--- config.mk ---
export PLATFORM = sky130hd
export DESIGN_NAME = ifu_inst_queue
export DESIGN_NICKNAME = d
export VERILOG_FILES = /design/src/rtl/ifu_inst_queue_pkg.sv /design/src/rtl/ifu_queue_mem.sv /design/src/rtl/ifu_inst_queue.sv
export SDC_FILE = /design/constraint.sdc
export NUM_CORES = 1
export LEC_CHECK = 0
export ABC_CLOCK_PERIOD_IN_PS = 6600
export CORE_MARGIN = 2
export CORE_UTILIZATION = 60
export DETAILED_ROUTE_END_ITERATION = 10
export PLACE_DENSITY = 0.85
export SLEW_MARGIN = 20
export SYNTH_ARGS = -nofsm -noshare
export SYNTH_HDL_FRONTEND = slang
export SYNTH_SLANG_ARGS = --single-unit
--- constraint.sdc ---
create_clock -name clk -period 6.6 [get_ports clk]
set_clock_uncertainty 0.15 [all_clocks]
set_input_delay 1.32 -clock clk [delete_from_list [all_inputs] [get_ports clk]]
set_output_delay 1.32 -clock clk [all_outputs]
set_load 0.01 [all_outputs]
--- src/rtl/ifu_inst_queue_pkg.sv ---
// Shared core definitions for the instruction fetch queue: widths, the NOP bubble
// and the packed entry layout stored per queue slot.
package ifu_inst_queue_pkg;

    localparam int INST_DATA_WIDTH = 32;
    localparam int INST_ADDR_WIDTH = 32;

    // addi x0, x0, 0
    localparam logic [INST_DATA_WIDTH-1:0] INST_NOP = 32'h0000_0013;

    typedef struct packed {
        logic [INST_DATA_WIDTH-1:0] inst;
        logic [INST_ADDR_WIDTH-1:0] addr;
        logic                       pred_branch;
    } inst_entry_t;

endpackage

--- src/rtl/ifu_queue_mem.sv ---
// DEPTH-entry register array for queued instructions: one write port, one
// asynchronous read port. Contents are intentionally not reset.
module ifu_queue_mem
    import ifu_inst_queue_pkg::*;
#(
    parameter int DEPTH = 4,
    parameter int AW    = $clog2(DEPTH)
) (
    input  logic          clk,
    input  logic          we,
    input  logic [AW-1:0] waddr,
    input  inst_entry_t   wdata,
    input  logic [AW-1:0] raddr,
    output inst_entry_t   rdata
);

    inst_entry_t mem [DEPTH];

    always_ff @(posedge clk) begin
        if (we) mem[waddr] <= wdata;
    end

    assign rdata = mem[raddr];

endmodule

--- src/rtl/ifu_inst_queue.sv ---
// Instruction queue between fetch and decode: buffers up to DEPTH entries and
// drives one registered instruction per cycle, with an empty-queue bypass path.
module ifu_inst_queue
    import ifu_inst_queue_pkg::*;
#(
    parameter int DEPTH = 4
) (
    input  logic                        clk,
    input  logic                        rst,
    input  logic                        in_valid_i,
    output logic                        in_ready_o,
    input  logic [INST_DATA_WIDTH-1:0]  inst_i,
    input  logic [INST_ADDR_WIDTH-1:0]  inst_addr_i,
    input  logic                        is_pred_branch_i,
    input  logic                        stall_i,
    input  logic                        flush_i,
    output logic [INST_DATA_WIDTH-1:0]  inst_o,
    output logic [INST_ADDR_WIDTH-1:0]  inst_addr_o,
    output logic                        is_pred_branch_o,
    output logic                        inst_valid_o,
    output logic [$clog2(DEPTH):0]      count_o
);

    localparam int AW = $clog2(DEPTH);
    localparam int CW = AW + 1;

    logic [AW-1:0] rd_ptr, wr_ptr;
    logic [CW-1:0] count, count_nxt;
    logic          push, pop, bypass, mem_we, empty;
    inst_entry_t   wr_entry, rd_entry;

    assign empty      = (count == '0);
    assign in_ready_o = (count != CW'(DEPTH)) && !rst;
    assign push       = in_valid_i && in_ready_o && !flush_i;
    assign pop        = !stall_i && !empty;
    // Empty and draining: the incoming word goes straight to the output register.
    assign bypass     = push && !stall_i && empty;
    assign mem_we     = push && !bypass;

    assign wr_entry = '{inst: inst_i, addr: inst_addr_i, pred_branch: is_pred_branch_i};

    always_comb begin
        count_nxt = count;
        if (mem_we && !pop)      count_nxt = count + 1'b1;
        else if (!mem_we && pop) count_nxt = count - 1'b1;
    end

    ifu_queue_mem #(.DEPTH(DEPTH), .AW(AW)) u_mem (
        .clk   (clk),
        .we    (mem_we),
        .waddr (wr_ptr),
        .wdata (wr_entry),
        .raddr (rd_ptr),
        .rdata (rd_entry)
    );

    always_ff @(posedge clk) begin
        if (rst || flush_i) begin
            rd_ptr           <= '0;
            wr_ptr           <= '0;
            count            <= '0;
            inst_o           <= INST_NOP;
            inst_addr_o      <= '0;
            is_pred_branch_o <= 1'b0;
            inst_valid_o     <= 1'b0;
        end else begin
            if (mem_we) wr_ptr <= wr_ptr + 1'b1;
            if (pop)    rd_ptr <= rd_ptr + 1'b1;
            count <= count_nxt;
            if (!stall_i) begin
                if (pop) begin
                    inst_o           <= rd_entry.inst;
                    inst_addr_o      <= rd_entry.addr;
                    is_pred_branch_o <= rd_entry.pred_branch;
                    inst_valid_o     <= 1'b1;
                end else if (bypass) begin
                    inst_o           <= inst_i;
                    inst_addr_o      <= inst_addr_i;
                    is_pred_branch_o <= is_pred_branch_i;
                    inst_valid_o     <= 1'b1;
                end else begin
                    inst_o           <= INST_NOP;
                    inst_addr_o      <= '0;
                    is_pred_branch_o <= 1'b0;
                    inst_valid_o     <= 1'b0;
                end
            end
        end
    end

    assign count_o = count;

endmodule
# Word-level counts from Yosys, hierarchy flattened
# Memory sizes are Yosys's and may differ from the RTL's. A register that Yosys moved wholly into a read port is not among the register bits.
# Index checks and enable logic that the tools add are counted.
[op_classes] n_eq_ne=1 reduce_logical=19 n_addsub=4 muxes=14
[ops] cell="32-bit 2-to-1 mux" count=4
[ops] cell="1-bit logical AND" count=9
[ops] cell="1-bit logical NOT" count=7
[ops] cell="1-bit 2-to-1 mux" count=6
[ops] cell="3-bit 2-to-1 mux" count=2
[ops] cell="2-bit by 1-bit adder with 2-bit output, second input constant" count=2
[ops] cell="2-bit 2-to-1 mux" count=2
[ops] cell="3-bit by 1-bit adder with 3-bit output, second input constant" count=1
[ops] cell="3-bit logical NOT" count=1
[ops] cell="3-bit inequality test, second input constant" count=1
[ops] cell="3-bit by 1-bit subtractor with 3-bit output, second input constant" count=1
[ops] cell="2-bit nonzero test" count=1
[ops] cell="1-bit logical OR" count=1
[totals] ramBits=260 wordCells=46 inputBits=70 output_inout_bits=70 register_bits=73 mem_count=1
[memory_table] name="u_mem.mem" depth=4 width=65 rd=1 rd_ports_with_merged_regs=1 write_ports=1 line_no="ifu_queue_mem.sv:17" text="inst_entry_t mem [DEPTH];"

# Logic depth before layout (Yosys ltp)
[logic_depth] word_depth=12 ltp_mapped=10 mapped_depth_nobuf=9

# Cells and area by module
# Synthesis repeated with hierarchy kept, for this count alone.
[unflattened] cells_unflattened=750 area_unflattened_um2=13016.2
[by_module_without_submodules] module="ifu_queue_mem" seq_area_each_um2=7807.5 area_per_inst_um2=9455.3 instances=1 cells_each=343
[by_module_without_submodules] module="ifu_inst_queue" seq_area_each_um2=1461.4 area_per_inst_um2=3560.9 instances=1 cells_each=407

# Least setup slack after synthesis
# Ideal clock, no wire load.
[synth_timing] kind="input port to flip-flop" from="input port stall_i" to="memory u_mem.mem[0][0] (netlist name), enable pin" path_buffers=1 t_arrival_ns=3.668 setup_time_ns=0.430 slack_ns=2.352 t_required_ns=6.020 cell_stages=5 cell_sequence="clkbuf_1 nor2b_1 o31ai_1 nor2_1 and2_1"
[synth_via] elab_chain_len=7
[synth_lines] element="start: declaration" line_no="ifu_inst_queue.sv:15" text="input logic stall_i,"
[synth_lines] element="1-bit logical NOT"
[synth_lines] element="1-bit logical AND (2 in series)" line_no="ifu_inst_queue.sv:37" text="assign bypass = push && !stall_i && empty;"
[synth_lines] element="1-bit logical NOT" line_no="ifu_inst_queue.sv:38" text="assign mem_we = push && !bypass;"
[synth_lines] element="1-bit logical AND" line_no="ifu_inst_queue.sv:38"
[synth_lines] element="net mem_we" line_no="ifu_inst_queue.sv:29" text="logic push, pop, bypass, mem_we, empty;"
[synth_lines] element="1-bit 2-to-1 mux" line_no="ifu_queue_mem.sv:20" text="if (we) mem[waddr] <= wdata;"
[synth_lines] element="1-bit 2-to-1 mux (implied by the code)" line_no="ifu_queue_mem.sv:20"
[synth_lines] element="end: declaration" line_no="ifu_queue_mem.sv:17"
# The timed path passes the listed nets, and every way through them passes these cells.

# Final worst setup path
[layout_timing] from="input port rst" to="output port in_ready_o"
[layout_via] elab_chain_len=2
[layout_lines] element="start: declaration" line_no="ifu_inst_queue.sv:9" text="input logic rst,"
[layout_lines] element="1-bit logical NOT" line_no="ifu_inst_queue.sv:33" text="assign in_ready_o = (count != CW'(DEPTH)) && !rst;"
[layout_lines] element="1-bit logical AND" line_no="ifu_inst_queue.sv:33"
[layout_lines] element="end: declaration" line_no="ifu_inst_queue.sv:11" text="output logic in_ready_o,"
# Every way passes these cells.

==> flow_summary.ini <==
[placed_design]
placed_cell_area_um2 = 13800
place_hpwl_mm = 13.5
gp_congestion = 0.808
port_buffers = 139

[power]
vdd.ir_drop.worst_v = 0.000224
leakagePower_nw = 5.16
p_clk_share_pct = 39.2
internal_power_mw = 3.28
p_total_mw = 4.10
power_density_nw_per_um2 = 278
seqPwrFrac_pct = 56.4
comb_power_share_pct = 4.4
power_switching_uw = 815
p_sw_share_pct = 19.9

[timing]
max_freq_mhz = 256
post-route-period-util_pct = 59.2
hold_viol_final = 0
period_needed_ns = 3.91
worst_slew_pin_slew_ns = 1.10
setup_viol = 0
slew_headroom_pct = 26.7
slew_viol_final = 0
rsz0062_at_grt = no
finalSetupTns_ns = 0

[floorplanning]
start_util_pct = 60.8
die_w_um = 147
ioPinCount = 140
core.rowCount = 52
die_h_um = 147
coreArea_um2 = 20100
die_area_um2 = 21500

[clock_network]
htreeDepth = 1
path_clk_slew_ns = 0.06
ctsResizeCount = 0
numCtsBuffers = 30
clkSinkCount = 335
clock_latency_ns = 0.54
cts_tree = done
cts.hold.buffers_added = 0
post-cts-setup-buffer-count = 0
cts_buffer_depth = 3
root_buffer = clkbuf_16

[yosys]
ys_seq_area_share_pct = 76.1
synth_area_per_cell_um2 = 19.7
ys_ff_latch = 335
synth_edf_count = 260
syn_area_um2 = 12200
yosysWarnings = 0
synth_top_cell_by_area = edfxtp_1
ys.flop_type = edfxtp_1
async_flop_share_pct = 0
ys_types = 27
netlist_instances = 620
synth_fp_nets = 696
netlist.area_leader.share_pct = 63.8
synthTopCellsByArea = edfxtp_1 (64%), dfxtp_1 (12%), mux4_2 (12%), a222oi_1 (5.2%), inv_1 (2.1%)

[critical_path]
crit_type = in2out
crit_path_end_kind = output port
worstPathRequired_ns = 5.13
worst-r2r-cell-count = 5
critPathArrivalTime_ns = 2.44
path_max_fanout = 3
crit_path_start_kind = primary input

[final_layout]
area_growth_pct = 20.7
drive_gt1_share_pct = 16.1
final_nets = 837
fin_area_um2 = 14800
n_antenna_cell = 0
fill_cells = 1143

[grt]
antenna_found_initial = 0
grt_usage_pct = 22.4
gr-total-overflow = 0
grt_max_degree = 66
grt_pass1_wl_mm = 37.4
grt_pass1_vias = 6805

[route]
drc_errors = 0
drt_first_pass_iters = 7
viasPerCell = 6.20
drtAntennaViolNets = 0
wl_per_cell_um = 23.1
routed-via-count = 6542
totalWireLength_mm = 24.3
drtIter0Drc = 711

[hold_path]
hold_depth = 2
hold_path_class = reg2reg

[run]
max-cap-violations = 0

[outcome]
status = finished clean
[logic make-up (layout without fill, tap and decap cells)]
family / after synthesis / after routing / share of synthesized area [%]
simple gates: 31 / 31 / 1.38
fa+ha+maj: 6 / 6 / 0.675
buf+inv: 105 / 270 / 3.80
compound gates: 71 / 71 / 5.54
mux: 67 / 67 / 12.1
xor+xnor: 5 / 5 / 0.358
flops: 335 / 335 / 76.1
[worst paths after layout]
path / startpoint / to / slack, ns
hold / removal: inst_addr_o[20] / inst_addr_o[20] / 0.32
hold reg to reg: inst_addr_o[20] / inst_addr_o[20] / 0.32
setup / recovery: rst / in_ready_o / 2.69
setup reg to reg: count_o[0] / inst_addr_o[31] / 3.61
[per-layer routing]
| metal | up-vias | global-route usage [%] | routed length [um] |
|---|---|---|---|
| li1 | 2821 | - | - |
| met1 | 3353 | 31.5 | 9630 |
| met2 | 337 | 37.0 | 12200 |
| met3 | 31 | 3.88 | 2080 |
| met4 | 0 | 6.02 | 419 |
| met5 | - | 0 | 0 |
[sequential cells by signal, indices dropped and copies added, names as in the netlist, named ones only]
signal / cells
u_mem.mem: 260
inst_addr_o: 32
inst_o: 32
count_o: 3
rd_ptr: 2
wr_ptr: 2
inst_valid_o: 1
is_pred_branch_o: 1
[power by group through the flow]
stage	sequential [mW]	clock, mW	combinational [mW]
2_1_floorplan	2.36	0	0.0671
6_report	2.31	1.61	0.181
3_5_place_dp	2.35	0	0.179
5_1_grt	2.31	1.71	0.194
4_1_cts	2.31	1.63	0.181
3_3_place_gp	2.35	0	0.170
[worst max-delay path, cell delays in order]
cell and delay [ns]:
clkdlybuf4s50_1 0.43, a21oi_1 0.13, clkdlybuf4s50_1 0.56
[cells in the mapped netlist (all sizes together) (3+ instances only)]
master  number
nor2        13
o31ai        3
dfxtp       75
ha           5
nor3         7
inv         69
and2         4
buf         26
clkbuf      10
edfxtp     260
mux4        65
a21oi        4
xor2         3
a222oi      63
[final cells by class]
cell class	count	area [um2]	area share, %
Sequential cell	335	9310	63.1
Multi-Input combinational cell	180	2480	16.8
Timing Repair Buffer	145	1460	9.86
Clock buffer	42	847	5.74
Tap cell	270	338	2.29
Inverter	69	259	1.75
Clock inverter	14	72.6	0.491
[layout by cell type, fill, tap and decap left out, types with 5 or more instances in the layout]
cell type	count
clkbuf_1	8
clkdlybuf4s50_1	139
edfxtp_1	260
inv_1	69
mux4_2	65
a222oi_1	63
nor2_1	12
nor3_1	5
ha_1	5
clkbuf_16	31
buf_4	5
dfxtp_1	73
clkinv_2	9
[metrics by stage]
step           worst slack, ns  util (%)  hold WS (ns)  instances
2_1_floorplan             2.35         -         0.332        620
3_3_place_gp              2.32      68.7         0.295        998
3_5_place_dp              2.20      68.7         0.303        998
4_1_cts                   2.67      73.3         0.317       1054
5_1_grt                   2.60      73.5         0.335       1055
6_report                  2.69      73.5         0.322       1055
Power figures use the tool's default switching activity.
